<file path="src/rtl/game_pkg.sv">
// Shared encodings and widths for the Pacman game sequencer.
package game_pkg;

   localparam int STATE_W = 3;
   localparam int LIVES_W = 2;
   localparam int LEVEL_W = 4;
   localparam int TIMER_W = 8;

   typedef enum logic [STATE_W-1:0] {
      ST_IDLE  = 3'd0,
      ST_READY = 3'd1,
      ST_PLAY  = 3'd2,
      ST_PAUSE = 3'd3,
      ST_DYING = 3'd4,
      ST_CLEAR = 3'd5,
      ST_OVER  = 3'd6
   } game_state_t;

endpackage

</file>
<file path="src/rtl/game_flow_ctrl_frame_timer.sv">
// Frame counter for timed phases: clears on phase change, counts frame ticks,
// and flags the tick that completes a phase lasting `limit` frames.
import game_pkg::*;

module frame_timer (
   input  logic               clk,
   input  logic               rst,
   input  logic               clr,
   input  logic               tick,
   input  logic [TIMER_W-1:0] limit,
   output logic [TIMER_W-1:0] count,
   output logic               expire
);

   always_ff @(posedge clk or posedge rst) begin
      if (rst)
         count <= '0;
      else if (clr)
         count <= '0;
      else if (tick)
         count <= count + 1'b1;
   end

   assign expire = tick && (count == limit - 1'b1);

endmodule

</file>
<file path="src/rtl/game_flow_ctrl.sv">
// Game phase sequencer: drives movement enable, respawn/refill strobes,
// lives/level counters and the game-over flag.
//
// state | meaning
// IDLE  | waiting for start after reset
// READY | get-ready pause before play
// PLAY  | actors moving
// PAUSE | user pause, hits and clears ignored
// DYING | death animation after ghost crash
// CLEAR | level-clear animation
// OVER  | game over, waiting for restart
import game_pkg::*;

module game_flow_ctrl #(
   parameter int LIVES        = 3,
   parameter int READY_FRAMES = 60,
   parameter int DEATH_FRAMES = 120,
   parameter int CLEAR_FRAMES = 90,
   parameter int MAX_LEVEL    = 15
) (
   input  logic               clk,
   input  logic               rst,
   input  logic               frame_tick,
   input  logic               start_req,
   input  logic               pause_req,
   input  logic               ghost_hit,
   input  logic               beans_empty,
   output logic [STATE_W-1:0] state,
   output logic               run_en,
   output logic               actor_rst,
   output logic               bean_rst,
   output logic [LIVES_W-1:0] lives,
   output logic [LEVEL_W-1:0] level,
   output logic               over
);

   localparam logic [LIVES_W-1:0] LIVES_INIT = LIVES_W'(LIVES);
   localparam logic [LEVEL_W-1:0] LEVEL_MAX  = LEVEL_W'(MAX_LEVEL);

   game_state_t        state_nx;
   logic [LIVES_W-1:0] lives_nx;
   logic [LEVEL_W-1:0] level_nx;
   logic               actor_nx;
   logic               bean_nx;
   logic [TIMER_W-1:0] limit;
   logic [TIMER_W-1:0] timer_count;
   logic               expire;

   always_comb begin
      limit = '0;
      case (state)
         ST_READY: limit = TIMER_W'(READY_FRAMES);
         ST_DYING: limit = TIMER_W'(DEATH_FRAMES);
         ST_CLEAR: limit = TIMER_W'(CLEAR_FRAMES);
         default:  limit = '0;
      endcase
   end

   frame_timer u_frame_timer (
      .clk    (clk),
      .rst    (rst),
      .clr    (state_nx != state),
      .tick   (frame_tick),
      .limit  (limit),
      .count  (timer_count),
      .expire (expire)
   );

   always_comb begin
      state_nx = game_state_t'(state);
      lives_nx = lives;
      level_nx = level;
      actor_nx = 1'b0;
      bean_nx  = 1'b0;
      case (state)
         ST_IDLE, ST_OVER: begin
            if (start_req) begin
               state_nx = ST_READY;
               lives_nx = LIVES_INIT;
               level_nx = LEVEL_W'(1);
               actor_nx = 1'b1;
               bean_nx  = 1'b1;
            end
         end
         ST_READY: begin
            if (expire) state_nx = ST_PLAY;
         end
         ST_PLAY: begin
            // last dot eaten wins over a simultaneous crash
            if (beans_empty) begin
               state_nx = ST_CLEAR;
            end else if (ghost_hit) begin
               state_nx = ST_DYING;
               lives_nx = lives - 1'b1;
            end else if (pause_req) begin
               state_nx = ST_PAUSE;
            end
         end
         ST_PAUSE: begin
            if (pause_req) state_nx = ST_PLAY;
         end
         ST_DYING: begin
            if (expire) begin
               if (lives == '0) begin
                  state_nx = ST_OVER;
               end else begin
                  state_nx = ST_READY;
                  actor_nx = 1'b1;
               end
            end
         end
         ST_CLEAR: begin
            if (expire) begin
               state_nx = ST_READY;
               level_nx = (level < LEVEL_MAX) ? level + 1'b1 : LEVEL_MAX;
               actor_nx = 1'b1;
               bean_nx  = 1'b1;
            end
         end
         default: state_nx = ST_IDLE;
      endcase
   end

   always_ff @(posedge clk or posedge rst) begin
      if (rst) begin
         state     <= ST_IDLE;
         run_en    <= 1'b0;
         actor_rst <= 1'b0;
         bean_rst  <= 1'b0;
         lives     <= LIVES_INIT;
         level     <= LEVEL_W'(1);
         over      <= 1'b0;
      end else begin
         state     <= state_nx;
         run_en    <= (state_nx == ST_PLAY);
         actor_rst <= actor_nx;
         bean_rst  <= bean_nx;
         lives     <= lives_nx;
         level     <= level_nx;
         over      <= (state_nx == ST_OVER);
      end
   end

endmodule

</file>
<file path="config.mk">
export PLATFORM = sky130hd
export DESIGN_NAME = game_flow_ctrl
export DESIGN_NICKNAME = d
export VERILOG_FILES = /design/src/rtl/game_pkg.sv /design/src/rtl/game_flow_ctrl_frame_timer.sv /design/src/rtl/game_flow_ctrl.sv
export SDC_FILE = /design/constraint.sdc
export NUM_CORES = 1
export LEC_CHECK = 0
export CAP_MARGIN = 20
export CORE_MARGIN = 2
export CORE_UTILIZATION = 29
export DETAILED_ROUTE_END_ITERATION = 8
export GPL_TIMING_DRIVEN = 1
export PLACE_DENSITY = 0.58
export REMOVE_ABC_BUFFERS = 1
export SYNTH_ARGS = -nofsm -noshare
export SYNTH_HDL_FRONTEND = slang
export SYNTH_SLANG_ARGS = --single-unit
export TNS_END_PERCENT = 10
</file>
<file path="constraint.sdc">
create_clock -name clk -period 4.85 [get_ports clk]
set_input_delay 0.97 -clock clk [delete_from_list [all_inputs] [get_ports clk]]
set_output_delay 0.97 -clock clk [all_outputs]
set_load 0.05 [all_outputs]
</file>
* After elaboration in Yosys (flattened, before gate mapping)
Cells that the tools add are included.
** Storage, ports and cells
- Logic and storage cells :: 63
- Register bits after elaboration :: 21
** Operators by class
- Reductions and logical operators :: 9
- $lt $le $gt $ge :: 1
- $add $sub $neg :: 4
- Mux-type cells :: 27
- Equality and inequality tests :: 14
** Operators by type and width (count)
- 2-to-1 mux 3 bit :: 9
- one-hot mux 7 bit (3 select lines) :: 1
- one-hot mux 3 bit (6 select lines) :: 1
- 2-to-1 mux 8 bit :: 2
- == test 3 bit (second input constant) :: 4
- 2-to-1 mux 4 bit :: 3
- == test 3 x 2 -> 1 bit (second input constant) :: 3
- adder 8 x 1 -> 8 bit (second input constant) :: 1
- == test 8 bit :: 1
- inequality test 2 bit (second input constant) :: 4
- one-hot mux 4 bit (2 select lines) :: 1
- subtractor 7 x 1 -> 8 bit (second input constant) :: 1
- 2-to-1 mux 2 bit :: 3
- nonzero test 2 bit :: 3
- adder 4 x 1 -> 4 bit (second input constant) :: 1
- < comparator 4 bit (second input constant) :: 1
- 2-to-1 mux 1 bit :: 4
- one-hot mux 2 bit (2 select lines) :: 1
- AND reduction 4 bit :: 1
- == test 3 x 1 -> 1 bit (second input constant) :: 1
- zero test 3 bit :: 1
- inequality test 3 bit :: 1
- one-hot mux 1 bit (3 select lines) :: 1
- AND reduction 3 bit :: 1
- 5 further kinds :: 5

* Depth between registers and ports, before layout
- Depth after elaboration :: 9
- Mapped depth :: 7
- Depth with buffers taken out :: 7

* Hierarchy
A second synthesis with hierarchy kept.
** Unflattened totals
- Cells, all modules :: 178
- Area, all modules :: 1650.3 um2
** By module, submodules not included
- game_flow_ctrl :: instances 1, area an instance 1024.7 um2, cells each 108
- frame_timer :: instances 1, area an instance 625.6 um2, cells each 70

* Worst setup path before layout
No wires, ideal clock.
- Path kind :: input-to-reg
- Start point :: input port frame_tick
- End point :: register over
- Required time :: 4.755 ns
- Setup time :: 0.095 ns
- Setup slack :: 2.598 ns
- Buffers on the path :: 1
- Data arrival time :: 2.157 ns
- Stages :: 7
- Path through :: clkbuf_1 -> nand3_1 -> a31oi_1 -> o21a_4 -> nand3_4 -> o21a_4 -> nor4_4
** Between the ends
- Cells in the longest elaborated chain, start to end :: 4
- Elaborated cells on any way between the ends :: 6
** RTL lines
- from (decl) :: line game_flow_ctrl.sv:23 : input logic frame_tick,
- logical AND 1 bit * :: line game_flow_ctrl_frame_timer.sv:24 : assign expire = tick && (count == limit - 1'b1);
- 2-to-1 mux 3 bit, on equally long branches :: line game_flow_ctrl.sv:113, game_flow_ctrl.sv:86, game_flow_ctrl.sv:103
- one-hot mux 3 bit (6 select lines) * :: line game_flow_ctrl.sv:75 : case (state)
- == test 3 bit * :: line game_flow_ctrl.sv:140 : over <= (state_nx == ST_OVER);
- to (signal assigned) :: line game_flow_ctrl.sv:140
- to (decl) :: line game_flow_ctrl.sv:34 : output logic over
Every way passes the cells marked *; elsewhere a longest branch is shown, timed or not.
A chain may end at the register's enable or synchronous reset.

* Worst setup path after layout
- Start point :: register state[0]
- End point :: output port state[0]
** RTL lines
- from (decl) :: line game_flow_ctrl.sv:28 : output logic [STATE_W-1:0] state,
- from (signal assigned) :: line game_flow_ctrl.sv:134 : state <= state_nx;
No word-level cell between the ends.

==> reports/results.ini <==
[critical_path]
worstReg2RegEnd=over
r2r_cells=6
crit_family=buffers and inverters
cp_cell_sequence=clkdlybuf4s50_1
critical_path.max_stage_delay_ps=930
cp_num_buf_inv=1
cp_max_fo=21
reg2reg_from=state[0]
critPathLaunchType=register
required_ps=3880
arrival_ps=1970
worstSetupPathType=register to output port
crit_path_top_delay_cell=clkdlybuf4s50_1
cp-end-kind=output port
regToRegSetupSlack_ps=2460

[clock_network]
htree_levels=1
cts.repair.resized=0
clockRootBuffer=clkbuf_8
clk_latency_ps=270
hold_buffers=0
cts_buffers=3
clk_pin_slew_ps=80
numClockSinks=21
post-cts-setup-buffer-count=0
cts_tree=yes
cts_buffer_depth=2

[route]
avgRoutedWirePerCell_um=13.5
via_per_inst=5.28
drt-initial-drc-count=63
vias=1161
ant_nets=0
drt-pass1-iter-count=4
wirelength_um=2960
remaining_drc_errors=0

[floorplan]
core-area_mm2=0.00469
rows=25
die_w_um=73.4
io_pins=20
fp.dieH_um=73.4
initial_core_util_pct=29.8
dieArea_mm2=0.00539

[min_path]
min_path_type=register to register
hp-start=lives[1]
min_path_cells=2
hold_end=lives[1]

[final_layout]
fin_nets=177
drive_above_1_share_pct=10.8
antenna_cells=0
final_cells=220
area_growth_pct=19.3
fill_cells=481

[sta]
drv_slew=0
fin_crit_ps=2940
fin_setup_tns_ps=0
min_period_over_period_pct=60.7
maxSlewHeadroom_pct=45.6
tightest_slew_ps=815
skew_ps=5.56
final_hold_viol_count=0
rsz0062_at_grt=no
setup_viol=0
max_clock_freq_mhz=340

[placed_design]
gp_congestion=0.737
place_hpwl_um=2100
numPortBuffers=19
place_inst=216

[yosys]
synthMuxAreaShare_pct=1.43
synth_area_leaders=dfrtp_1 32%, dfstp_2 5.6%, nor2_1 4.0%
synthAdderAreaFrac_pct=2.69
synth_area_per_cell_um2=9.25
synth-xor-area-share_pct=5.02
yosys.area.top_type=dfrtp_1
syn_area_mm2=0.00140
synth_compound_area_share_pct=20.5
synth_warnings=0
synth_top_cell_area_share_pct=32.3
synth_top_family_by_area=simple AND/OR/NAND/NOR gates
yosys.area_share.simple_pct=28.0
ys_seq_elements=21
seq_area_frac_synth_pct=37.9
synth_cells=151
yosysUniqueCellTypes=50

[flow_run]
cap_viol_max_count=0

[global_routing]
grt-ovfl-total=0
grt_pass1_vias=1063
grt_pass1_wl_um=5020
grt_usage_pct=12.0
antenna_found_initial=0
grt_start_max_net_pins=24

[power]
peakVddDrop_mv=0.136
p_leak_nw=0.649
powerDensity_mw_per_mm2=512

[run_status]
status=finished clean

## Yosys cell counts (all sizes together)
library cell	instances
a21o	1
a211oi	2
o211a	1
o211ai	1
a21oi	7
nor4	7
nand2b	2
buf	3
o2bb2ai	2
and4	2
nor3b	2
a31o	1
a31oi	7
o31a	1
inv	7
or4b	1
or3b	2
and2	1
mux2i	2
dfstp	3
a22oi	1
clkbuf	5
o311a	1
nand3	7
nor2b	4
xor2	4
o22ai	2
o21a	3
nor4bb	1
xnor2	4
dfrtp	18
nand4	3
nor3	3
ha	3
and3	1
nor2	15
nand3b	4
nand2	8
or2	2
o31ai	3
o21ai	4
## sequential cells by signal (all words and copies together), names as in the netlist
name and cells:
actor_rst 1, u_frame_timer.count 8, run_en 1, over 1, lives 2, level 4
bean_rst 1, state 3
## power by group
part           switching (mW)  leakage, nW  internal [mW]  total (mW)
Sequential             0.0962        0.268          0.232       0.329
Clock                  0.0606       0.0255         0.0574       0.118
Combinational           0.234        0.356          0.171       0.405
## cell type report
type | instances | area (µm²) | share of cell area [%]
multi-input combinational | 115 | 806 | 48.4
sequential | 21 | 529 | 31.8
timing repair buffer | 19 | 190 | 11.4
tap | 54 | 67.6 | 4.06
clock buffer | 3 | 41.3 | 2.48
inverter | 7 | 26.3 | 1.58
clock inverter | 1 | 5.00 | 0.301
## cells in the final DEF, fill, tap and decap left out, types with 2 or more instances in the layout
master / count
nor3_1: 3
o21ai_0: 4
o31ai_1: 3
clkbuf_8: 3
ha_1: 3
a211oi_1: 2
and4_1: 2
mux2i_1: 2
dfstp_2: 3
nor2_1: 15
nand4_1: 3
inv_1: 7
nand2_1: 8
nor2b_1: 3
o21a_4: 2
a31oi_1: 7
dfrtp_1: 18
or2_2: 2
xnor2_1: 4
nand3b_1: 4
nand2b_1: 2
nand3_1: 6
clkdlybuf4s50_1: 19
nor3b_1: 2
o22ai_1: 2
nor4_1: 6
a21oi_1: 6
xor2_1: 4
## metrics by stage
step	area [µm²]	setup slack [ps]	utilization (%)	power (mW)	hold slack, ps
floorplan	1360	2460	-	0.625	560
finish	1670	1910	35.5	0.852	509
CTS	1670	1880	35.5	0.860	515
detailed placement	1620	2010	34.5	0.735	503
global route	1670	1800	35.5	0.912	553
global placement	1620	2020	34.5	0.735	497
## routing by layer
layer / vias to the layer above / wire, µm / GRT usage [%]
li1: 587 / - / -
met1: 546 / 1490 / 17.3
met2: 23 / 1320 / 17.9
met3: 5 / 106 / 2.06
met4: 0 / 46 / 4.24
met5: - / 0 / 0
## kinds of logic (layout without fill, tap and decap cells)
family,Yosys count,after routing
multiplexers,2,2
flip-flops,21,21
XOR/XNOR,8,8
AND/OR/NAND/NOR,65,65
adder cells (fa/ha/maj),3,3
buffers and inverters,15,30
AO/OA/AOI/OAI,37,37
## worst max-delay path by stage
stage | startpoint | end | slack, ps | cells past startpoint
3_3_place_gp | frame_tick | u_frame_timer.count[6] | 2020 | 7
6_report | state[0] | state[0] | 1910 | 1
3_5_place_dp | frame_tick | u_frame_timer.count[3] | 2010 | 7
4_1_cts | state[0] | state[0] | 1880 | 1
2_1_floorplan | state[0] | over | 2460 | 6
5_1_grt | state[0] | state[0] | 1800 | 1
(Power assumes the default switching activity.)
